## src/rtl/game_tick_sequencer_if.sv

```systemverilog
// rtl/game_tick_sequencer_if.sv - stage handshake and status bundle; pause signal exists only with TICK_PAUSE_EN
interface game_tick_sequencer_if #(
  parameter int NSTAGE = 3
);
  logic [NSTAGE-1:0] stage_start;
  logic [NSTAGE-1:0] stage_done;
  logic              tick;
  logic              busy;
  logic [15:0]       frame_cnt;
  logic [7:0]        overrun_cnt;
  logic              timeout_err;
`ifdef TICK_PAUSE_EN
  logic              pause;

  modport master (
    output stage_start, tick, busy, frame_cnt, overrun_cnt, timeout_err,
    input  stage_done, pause
  );

  modport slave (
    input  stage_start, tick, busy, frame_cnt, overrun_cnt, timeout_err,
    output stage_done, pause
  );
`else
  modport master (
    output stage_start, tick, busy, frame_cnt, overrun_cnt, timeout_err,
    input  stage_done
  );

  modport slave (
    input  stage_start, tick, busy, frame_cnt, overrun_cnt, timeout_err,
    output stage_done
  );
`endif
endinterface

```

## src/rtl/game_tick_sequencer.sv

```systemverilog
// rtl/game_tick_sequencer.sv - game tick prescaler plus start/done stage sequencer; TICK_PAUSE_EN adds prescaler pause
module game_tick_sequencer #(
  parameter int CLK_HZ  = 12000000,
  parameter int TICK_HZ = 10,
  parameter int NSTAGE  = 3,
  parameter int TIMEOUT = 4095
) (
  input logic                   clk12Mhz,
  input logic                   rst,
  game_tick_sequencer_if.master bus
);
  localparam int DIV = CLK_HZ / TICK_HZ;
  localparam int CW  = (DIV > 2) ? $clog2(DIV) : 1;
  localparam int WW  = (TIMEOUT > 1) ? $clog2(TIMEOUT + 1) : 1;
  localparam int IW  = (NSTAGE > 1) ? $clog2(NSTAGE) : 1;

  localparam logic [CW-1:0]     CNT_LAST = CW'(DIV - 1);
  localparam logic [WW-1:0]     WAIT_MAX = WW'(TIMEOUT);
  localparam logic [IW-1:0]     IDX_LAST = IW'(NSTAGE - 1);
  localparam logic [NSTAGE-1:0] ONE      = NSTAGE'(1);

  typedef enum logic [1:0] {
    IDLE  = 2'd0,
    ISSUE = 2'd1,
    WAIT  = 2'd2,
    DONE  = 2'd3
  } state_t;

  state_t      state;
  logic [IW-1:0] idx;
  logic [WW-1:0] wcnt;
  logic [CW-1:0] cnt;
  logic [CW-1:0] cnt_nxt;
  logic          hold;
  logic          tick_r;
  logic          stage_hit;
  logic          stage_expired;

  // Next prescaler value; a held count freezes both the count and the tick.
  always_comb begin
    hold = 1'b0;
`ifdef TICK_PAUSE_EN
    hold = bus.pause;
`endif
    cnt_nxt = cnt;
    if (!hold) begin
      cnt_nxt = (cnt == CNT_LAST) ? '0 : cnt + 1'b1;
    end
  end

  // Prescaler with registered tick: tick is high in the cycle whose count is DIV-1.
  always_ff @(posedge clk12Mhz) begin
    if (rst) begin
      cnt    <= '0;
      tick_r <= 1'b0;
    end else begin
      cnt    <= cnt_nxt;
      tick_r <= !hold && (cnt_nxt == CNT_LAST);
    end
  end

  assign stage_hit     = bus.stage_done[idx];
  assign stage_expired = (wcnt == WAIT_MAX);

  // Frame sequencer: issue each stage in turn, wait for its done or a timeout, then count the frame.
  always_ff @(posedge clk12Mhz) begin
    if (rst) begin
      state           <= IDLE;
      idx             <= '0;
      wcnt            <= '0;
      bus.stage_start <= '0;
      bus.frame_cnt   <= '0;
      bus.overrun_cnt <= '0;
      bus.timeout_err <= 1'b0;
    end else begin
      bus.stage_start <= '0;
      // A tick that finds a frame still running is dropped and counted.
      if (tick_r && (state != IDLE) && (bus.overrun_cnt != 8'hFF)) begin
        bus.overrun_cnt <= bus.overrun_cnt + 8'd1;
      end
      case (state)
        IDLE: begin
          if (tick_r) begin
            idx             <= '0;
            bus.stage_start <= ONE;
            state           <= ISSUE;
          end
        end
        ISSUE: begin
          wcnt  <= '0;
          state <= WAIT;
        end
        WAIT: begin
          if (stage_hit || stage_expired) begin
            // A done arriving on the last allowed cycle still counts as an answer.
            if (!stage_hit) begin
              bus.timeout_err <= 1'b1;
            end
            if (idx == IDX_LAST) begin
              bus.frame_cnt <= bus.frame_cnt + 16'd1;
              state         <= DONE;
            end else begin
              idx             <= idx + 1'b1;
              bus.stage_start <= ONE << (idx + 1'b1);
              state           <= ISSUE;
            end
          end else begin
            wcnt <= wcnt + 1'b1;
          end
        end
        DONE: begin
          state <= IDLE;
        end
        default: begin
          state <= IDLE;
        end
      endcase
    end
  end

  assign bus.tick = tick_r;
  assign bus.busy = (state != IDLE);
endmodule

```

## src/flat_wrapper.sv

```systemverilog
// flat-port wrapper written by rule: the top's interface ports become plain ports
module game_tick_sequencer_flat 
#(
  parameter int CLK_HZ  = 12000000,
  parameter int TICK_HZ = 10,
  parameter int NSTAGE  = 3,
  parameter int TIMEOUT = 4095
)
  (clk12Mhz, rst, bus_stage_start, bus_tick, bus_busy, bus_frame_cnt, bus_overrun_cnt, bus_timeout_err, bus_stage_done);
  game_tick_sequencer_if #(.NSTAGE(NSTAGE)) bus_i ();
  input logic clk12Mhz;
  input logic rst;
  output wire logic [$bits(bus_i.stage_start)-1:0] bus_stage_start;
  output wire logic [$bits(bus_i.tick)-1:0] bus_tick;
  output wire logic [$bits(bus_i.busy)-1:0] bus_busy;
  output wire logic [$bits(bus_i.frame_cnt)-1:0] bus_frame_cnt;
  output wire logic [$bits(bus_i.overrun_cnt)-1:0] bus_overrun_cnt;
  output wire logic [$bits(bus_i.timeout_err)-1:0] bus_timeout_err;
  input wire logic [$bits(bus_i.stage_done)-1:0] bus_stage_done;
  assign bus_stage_start = bus_i.stage_start;
  assign bus_tick = bus_i.tick;
  assign bus_busy = bus_i.busy;
  assign bus_frame_cnt = bus_i.frame_cnt;
  assign bus_overrun_cnt = bus_i.overrun_cnt;
  assign bus_timeout_err = bus_i.timeout_err;
  assign bus_i.stage_done = bus_stage_done;
  game_tick_sequencer #(.CLK_HZ(CLK_HZ), .TICK_HZ(TICK_HZ), .NSTAGE(NSTAGE), .TIMEOUT(TIMEOUT)) u_core (.clk12Mhz(clk12Mhz), .rst(rst), .bus(bus_i));
endmodule
```

## config.mk

```make
export PLATFORM = sky130hd
export DESIGN_NAME = game_tick_sequencer_flat
export DESIGN_NICKNAME = d
export VERILOG_FILES = /design/src/rtl/game_tick_sequencer_if.sv /design/src/rtl/game_tick_sequencer.sv /design/src/flat_wrapper.sv
export SDC_FILE = /design/constraint.sdc
export NUM_CORES = 1
export LEC_CHECK = 0
export CORE_MARGIN = 3
export CORE_UTILIZATION = 51
export DETAILED_ROUTE_END_ITERATION = 6
export GPL_TIMING_DRIVEN = 0
export PLACE_DENSITY = 0.76
export SLEW_MARGIN = 40
export SYNTH_ARGS = -nofsm -noshare
export SYNTH_HDL_FRONTEND = slang
export SYNTH_SLANG_ARGS = --single-unit
```

## constraint.sdc

```tcl
create_clock -name clk12Mhz -period 1.9 [get_ports clk12Mhz]
set_input_delay 0.19 -clock clk12Mhz [delete_from_list [all_inputs] [get_ports clk12Mhz]]
set_output_delay 0.19 -clock clk12Mhz [all_outputs]
set_load 0.02 [all_outputs]
```

Yosys cells after proc, flatten, opt, wreduce, memory -nomap -nowiden
Index checks and enable logic that the tools add are counted.

word-level totals
  bits in registers = 66
  input port bits = 5
  output and inout port bits = 30
  logic and storage cells = 58

cells by class
  $add $sub $neg = 5
  $lt $le $gt $ge = 1
  equality and inequality tests = 12
  shift-type cells = 1
  mux-type cells = 17
  bitwise logic cells = 1
  reduce and logical (&&, ||, !) cells = 12

operators by type and width
  kind                                                         number
  == test 21 bit (second input constant)                       2
  one-hot mux 12 bit (2 select lines)                          1
  adder 21 x 1 -> 21 bit (second input constant)               1
  2-to-1 mux 21 bit                                            1
  adder 16 x 1 -> 16 bit (second input constant)               1
  adder 12 x 1 -> 12 bit (second input constant)               1
  == test 12 bit (second input constant)                       1
  2-to-1 mux 12 bit                                            1
  2-to-1 mux 2 bit                                             6
  adder 8 x 1 -> 8 bit (second input constant)                 1
  != test 8 bit (second input constant)                        1
  one-hot mux 2 bit (4 select lines)                           1
  == test 2 bit (second input constant)                        3
  2-to-1 mux 3 bit                                             2
  one-hot mux 3 bit (2 select lines)                           1
  AND reduction 3 bit                                          2
  nonzero test 2 bit                                           3
  != test 2 x 1 -> 1 bit (second input constant)               2
  != test 2 bit (second input constant)                        2
  one-hot mux 2 bit (2 select lines)                           1
  AND reduction 2 bit                                          2
  AND reduction 4 bit                                          1
  less-than comparator 2 x 3 -> 1 bit (second input constant)  1
  << shifter 1 x 2 -> 3 bit (first input constant)             1
  other kinds (8)                                              10

Logic depth before layout (Yosys ltp)
Gate-level depths: netlist of the first run.

  word-level depth = 5
  depth in mapped cells = 8
  mapped depth without buffers = 7

Least setup slack after synthesis of the first run
OpenSTA, ideal clock, no wires.

  kind = register to register
  from = register u_core.wcnt[0]
  to = register u_core.bus.frame_cnt[15]
  setup time = 0.128 ns
  arrival time = 1.884 ns
  required time = 1.772 ns
  path slack = -0.112 ns
  stages on the path, launching flop included = 8
  buffers on the path = 0
  period minus slack after synthesis = 2.012 ns
  path through = dfxtp_1 ha_1 and4_1 nand3_1 a2111o_1 or3_1 xor2_1 nor2_1

between the ends
  longest elaborated chain between the ends = 3

RTL lines
  item                           line                          RTL
  start, declared                game_tick_sequencer.sv:31     logic [WW-1:0] wcnt;
  start signal, assigned         game_tick_sequencer.sv:108    wcnt <= wcnt + 1'b1;
  == test 12 bit                 game_tick_sequencer.sv:63     assign stage_expired = (wcnt == WAIT_MAX);
  logical OR 1 bit               game_tick_sequencer.sv:94     if (stage_hit || stage_expired) begin
  AND reduction 3 bit (no line)  -
  end signal, assigned           game_tick_sequencer.sv:100    bus.frame_cnt <= bus.frame_cnt + 16'd1;
  end, declared                  game_tick_sequencer_if.sv:26  output stage_start, tick, busy, frame_cnt, overrun_cnt, timeout_err,

No other way between the ends.
A chain may end at the register's enable or synchronous reset.

Worst setup path after layout of the first run
Ends and elaborated chain as after synthesis.

==> flow_metrics.tcl, run 1 <==
set metrics [dict create \
    final_max_slew_viol_count 0 \
    htree_levels 3 \
    synth_top_area_share_pct 40.9 \
    worstMarginPinSlew_ps 573 \
    fillCellCount 481 \
    path_cells "ha_4 > and4_4 > nand3_4 > a2111o_1 > or3_4 > xor2_1 > nor2_1" \
    synth_edf_count 0 \
    numClockSinks 66 \
    route.vias.total 2994 \
    grt_setup_unrepaired "true" \
    hold_violations 0 \
    routed_wl_um 7700 \
    synth-seq-cells 66 \
    synth_seq_area_share_pct 40.9 \
    slowest_stage "a2111o_1" \
    cpPeakStageDelay_ps 480 \
    synth_flop_cell "dfxtp_1" \
    worstSetupStartpointType "flop" \
    yosysMostFrequentCell "dfxtp_1" \
    grt.total_usage_pct 20.8 \
    holdPathStages 2 \
    max_freq_mhz 501 \
    multi_input_area_mm2 0.00196 \
    skew_ps 11.4 \
    synth_area_mm2 0.00323 \
    clock_path_buffers 2 \
    grt_pass1_vias 2706 \
    avgSynthCellArea_um2 8.55 \
    ys_types 51 \
    final_util_pct 70.0 \
    fp-row-count 28 \
    numCtsBuffers 9 \
    clkTransAtPathRegs_ps 80 \
    register_area_mm2 0.00136 \
    drc 0 \
    grt_start_max_net_pins 12 \
    violations "negative setup slack" \
    cts_hold_buf 0 \
    total_leakage_power_nw 1.52 \
    ios 35 \
    cap_violations 0 \
    gr-total-overflow 0 \
    clock_latency_ps 350 \
    relSlewSlack_pct 61.6 \
    vias_per_cell 5.78 \
    async_flop_share_pct 0 \
    synth.area.top_cells "dfxtp_1 41%, nor2_1 7.1%, xor2_1 6.5%" \
    setup_ws_ps -98.0 \
    fin_nets 451 \
    syn-num-nets 391 \
    regToRegSetupSlack_ps -100 \
    dp_hpwl_um 5030 \
    yosysTopAreaCell "dfxtp_1" \
    start_util_pct 53.6 \
    drtAntennaViolNets 0 \
    fin_crit_sh_pct 105 \
    dr.pass1.iters 6 \
    die_x_um 85.6 \
    grt_pass1_wl_um 12400 \
    antenna_found_initial 0 \
    syn_to_final_growth_pct 30.4 \
    wl_per_cell_um 14.9 \
    cp-end-kind "flop" \
    final_layout_size_suffix_gt1_share_pct 21.0 \
    finalCriticalPeriod_ps 2000 \
    power_per_cell_area_mw_per_mm2 675 \
    critPathArrivalTime_ps 2200 \
    r2r_cells 7 \
    port_buffers 33 \
    postSynthCellCount 378 \
    die_y_um 85.6 \
    ir_worst_vdd_mv 0.480 \
    diodes 0 \
    initialDrtViolationCount 171 \
    required_ps 2100 \
    gp_congestion 0.872 \
    cts_tree "done" \
    status "complete, but fails checks" \
    dieArea_mm2 0.00733 \
    ys_top_cells_by_count "66 x dfxtp_1, 61 x nor2_1, 24 x nand2_1, 24 x xor2_1, 22 x nand3_1" \
    ctsRootBufferMaster "clkbuf_8" \
    synth_warnings 0 \
    core-area_mm2 0.00603 \
    hp-class "in2reg" \
    crit_type "reg2reg" \
    place_ws_ps -398 \
    cp_max_fo 5 \
    setup_viol 2 \
]
repair_timing:
| action | 4_1_cts | 5_1_grt |
|---|---|---|
| resized for setup | 32 | 30 |
| endpoints found under the hold margin | 0 | 0 |
| setup endpoints to repair | 36 | 34 |
| buffers inserted | 8 | 8 |
| pin swaps | 7 | 11 |
logic make-up (layout without fill, tap and decap cells):
logic type               Yosys count  count (layout)  synth area share [%]
AND/OR/NAND/NOR                  184             184                  29.7
buffers and inverters             21              86                  2.90
XOR/XNOR                          41              41                  11.1
multiplexers                       4               4                  1.28
AO/OA/AOI/OAI                     54              54                  11.0
flip-flops                        66              66                  40.9
adder cells (fa/ha/maj)            8               8                  3.10
cell type report:
| cell class | count | share of cell area, % |
|---|---|---|
| Buffer | 13 | 1.99 |
| Clock inverter | 4 | 1.72 |
| Multi-Input combinational cell | 291 | 46.5 |
| Sequential cell | 66 | 32.3 |
| Clock buffer | 12 | 3.92 |
| Timing Repair Buffer | 49 | 10.7 |
| Tap cell | 75 | 2.23 |
| Inverter | 8 | 0.712 |
worst paths after layout:
| kind | start | end |
|---|---|---|
| setup reg to reg | u_core.wcnt[0]$_SDFFE_PP0P_ | u_core.bus.frame_cnt[15]$_SDFFE_PP0P_ |
| setup / recovery | u_core.wcnt[0]$_SDFFE_PP0P_ | u_core.bus.frame_cnt[15]$_SDFFE_PP0P_ |
| hold reg to reg | u_core.cnt[0]$_SDFF_PP0_ | u_core.cnt[0]$_SDFF_PP0_ |
| hold / removal | rst | u_core.bus.frame_cnt[9]$_SDFFE_PP0P_ |
per-layer routing:
metal / vias up / track usage (%) / routed length, um
met5: - / 0 / 0
met3: 10 / 5.00 / 405
met1: 1431 / 27.1 / 3610
met4: 0 / 8.06 / 123
met2: 100 / 33.3 / 3570
li1: 1453 / - / -
layout by cell type, fill, tap and decap left out, drive strengths merged, types with 2 or more instances in the layout:
master,Yosys,routed
nand2b,3,3
clkbuf,8,19
nor4b,2,2
buf,5,22
nand3,22,22
bufinv,0,2
o21ai,15,15
mux2i,3,3
and3,16,16
nand3b,2,2
clkdlybuf4s50,0,33
nor3,10,10
nor2b,2,2
nand2,24,24
a31oi,3,3
and4b,2,2
or3,9,9
and4,5,5
nor3b,2,2
a21oi,19,19
xnor2,17,17
a32oi,2,2
xor2,24,24
o311a,2,2
ha,8,8
inv,8,8
o21a,3,3
dfxtp,66,66
and2,5,5
nand4,15,15
nor2,61,61
flip-flops by register name (all words and copies together), names as in the netlist:
signal / cells
u_core.bus.frame_cnt: 16
u_core.state: 2
u_core.bus.overrun_cnt: 8
u_core.cnt: 21
u_core.bus.stage_start: 3
u_core.bus.tick: 1
u_core.bus.timeout_err: 1
u_core.idx: 2
u_core.wcnt: 12
worst max-delay path, delay by kind of cell, from the launching register on:
kind                     cells  cell delay, ps
XOR/XNOR                     1             140
flip-flops                   1             370
AND/OR/NAND/NOR              4             740
AO/OA/AOI/OAI                1             480
adder cells (fa/ha/maj)      1             130
where the power goes:
group,switching (W),internal [W]
Combinational,0.0000524,0.0000320
Sequential,0.00000670,0.00138
Clock,0.000531,0.000844
per-stage QoR:
stage          hold slack (ps)  std cells  instance area, um^2  power, W  setup TNS [ps]
2_1_floorplan              444        378                 3240   0.00147           -59.2
3_3_place_gp               463        486                 3670   0.00149           -6210
3_5_place_dp               469        486                 3670   0.00149           -7290
4_1_cts                    292        510                 4070   0.00284            -168
5_1_grt                    310        518                 4220   0.00293            -677
6_report                   310        518                 4220   0.00285            -138
(Power assumes the default switching activity.)
==> run 2, diff against run 1 <==
SKIP_CTS_REPAIR_TIMING = 1   (was unset)
TNS_END_PERCENT = 50   (was unset)
==> run 2 against run 1 <==
  * The run still ends with negative setup slack left
  * Final area shrank 1.5%
  * Flip-flop and latch count unchanged
  * Die area unchanged
  * First-iteration DRC count grew 27%
  * Via count decreased by 0.33%
  * Non-clock buffer count is the same
  * Critical path depth is the same
  * Setup slack worse by 67 ps
  * Largest power group unchanged
==> flow_metrics.tcl, run 2 (synthesized netlist as in run 1, its figures left out) <==
set metrics [dict create \
    routed_wl_um 7710 \
    gp_congestion 0.913 \
    stdcell_area_mm2 0.00415 \
    grt_start_max_net_pins 11 \
    cap_violations 0 \
    regToRegEndpoint "u_core.bus.frame_cnt[15]$_SDFFE_PP0P_" \
    whs_ps 275 \
    regToRegSetupSlack_ps -170 \
    path_cells "ha_4 > and4_4 > nand3_4 > a2111o_1 > or3_1 > xor2_1 > nor2_1" \
    p_int_w 0.00192 \
    hold_violations 0 \
    regMostFlops "u_core.cnt" \
    cp-startpoint "u_core.wcnt[0]$_SDFFE_PP0P_" \
    slowest_stage "a2111o_1" \
    crit_type "reg2reg" \
    setup_tns_ps -690 \
    clock_path_buffers 2 \
    worstSetupStartpointType "flop" \
    route.vias.total 2984 \
    port_buffers 33 \
    power_per_cell_area_mw_per_mm2 601 \
    fin_crit_sh_pct 109 \
    worstHoldStart "rst" \
    final_max_slew_viol_count 0 \
    total_leakage_power_nw 1.48 \
    syn_to_final_growth_pct 28.5 \
    cts_tree "done" \
    crit_family "simple AND/OR/NAND/NOR gates" \
    switching_share_pct 23.1 \
    setup_ws_ps -165 \
    final_common_cell "nor2_1" \
    drc 0 \
    grt.total_usage_pct 20.3 \
    dr.pass1.iters 5 \
    cp_max_fo 5 \
    violations "negative setup slack" \
    seqPwrFrac_pct 55.7 \
    numCtsBuffers 9 \
    clock_latency_ps 340 \
    antenna_found_initial 0 \
    r2r_cells 7 \
    diodes 0 \
    skew_ps 11.3 \
    grt_setup_unrepaired "true" \
    relSlewSlack_pct 57.3 \
    die_x_um 85.6 \
    largestRegisters "u_core.cnt: 21 flops, u_core.bus.frame_cnt: 16 flops, u_core.wcnt: 12 flops" \
    status "complete, but fails checks" \
    critPathArrivalTime_ps 2280 \
    initialDrtViolationCount 218 \
    fp-row-count 28 \
    grt_pass1_wl_um 12100 \
    ctsRootBufferMaster "clkbuf_8" \
    final_layout_size_suffix_gt1_share_pct 19.9 \
    dieArea_mm2 0.00733 \
    holdPathEnd "u_core.bus.frame_cnt[9]$_SDFFE_PP0P_" \
    numClockSinks 66 \
    clkTransAtPathRegs_ps 80 \
    setup_viol 12 \
    power_switching_w 0.000577 \
    placed_cell_area_mm2 0.00366 \
    cp-end-kind "flop" \
    fin_nets 451 \
    largest_reg_flops 21 \
    p_total_w 0.00250 \
    hp-class "in2reg" \
    max_freq_mhz 484 \
    die_y_um 85.6 \
    core-area_mm2 0.00603 \
    vias_per_cell 5.76 \
    path_buf_inv 0 \
    htree_levels 3 \
    worstMarginPinSlew_ps 637 \
    required_ps 2110 \
    final_cells 518 \
    ir_worst_vdd_mv 0.491 \
    p_comb_share_pct 3.4 \
    dp_hpwl_um 5000 \
    wl_per_cell_um 14.9 \
    rr_startpoint "u_core.wcnt[0]$_SDFFE_PP0P_" \
    finalCriticalPeriod_ps 2070 \
    gr-total-overflow 0 \
    final_cell_mix "59 x nor2_1, 49 x dfxtp_1, 33 x clkdlybuf4s50_1" \
    start_util_pct 53.6 \
    holdPathStages 2 \
    drtAntennaViolNets 0 \
    grt_pass1_vias 2693 \
    ios 35 \
    dp_cells 486 \
    cpPeakStageDelay_ps 490 \
    clkPwrFrac_pct 41.0 \
]
==> run 2: cell count changes in the layout (fill, tap and decap cells not counted), moves of 3 or more <==
cell      before  now
nor3_2         1    6
buf_4         19   16
clkbuf_1       5    8
a21oi_2        4    0
nor3_1         9    4
a21oi_1       15   19
==> run 2: worst reg2reg max path, stage by stage (launching register included) <==
cell and delay (ps):
dfxtp_4 390, ha_4 150, and4_4 260, nand3_4 110
a2111o_1 490, or3_1 340, xor2_1 150, nor2_1 50
==> run 2: worst max path at each step <==
stage               depth (start not counted)  slack (ps)                                    end
finish                                      7        -170  u_core.bus.frame_cnt[15]$_SDFFE_PP0P_
global placement                            7        -300   u_core.bus.frame_cnt[9]$_SDFFE_PP0P_
detailed placement                          7        -330   u_core.bus.frame_cnt[9]$_SDFFE_PP0P_
global route                                6        -240  u_core.bus.frame_cnt[15]$_SDFFE_PP0P_
CTS                                         7        -360   u_core.bus.frame_cnt[9]$_SDFFE_PP0P_
floorplan                                   7         -60  u_core.bus.frame_cnt[15]$_SDFFE_PP0P_
==> run 2: cell type report <==
type                       instances  area [um^2]
buffer                            13         93.8
clock buffer                      13          149
clock inverter                     3         15.0
fill                             490         1870
inverter                           8         30.0
multi-input combinational        291         1960
sequential                        66         1360
tap                               75         93.8
timing repair buffer              49          452
==> run 2: stage by stage <==
stage	utilization, %	setup slack (ps)
floorplan	-	-59.2
global placement	60.7	-302
detailed placement	60.7	-330
CTS	63.5	-357
global route	68.9	-244
finish	68.9	-165
==> run 2: power groups by stage <==
| stage | combinational, W | sequential (W) | clock [W] |
|---|---|---|---|
| 2_1_floorplan | 0.0000421 | 0.00143 | 0 |
| 3_3_place_gp | 0.0000650 | 0.00143 | 0 |
| 3_5_place_dp | 0.0000650 | 0.00143 | 0 |
| 4_1_cts | 0.0000659 | 0.00140 | 0.00103 |
| 5_1_grt | 0.0000924 | 0.00139 | 0.00109 |
| 6_report | 0.0000845 | 0.00139 | 0.00102 |
==> run 2: layer usage <==
layer	part of all wire, %	track usage [%]	vias to the layer above
met4	1.5	8.35	0
met1	46	27.4	1416
met5	0	0	-
met3	4.6	3.94	13
li1	-	-	1462
met2	48	31.7	93
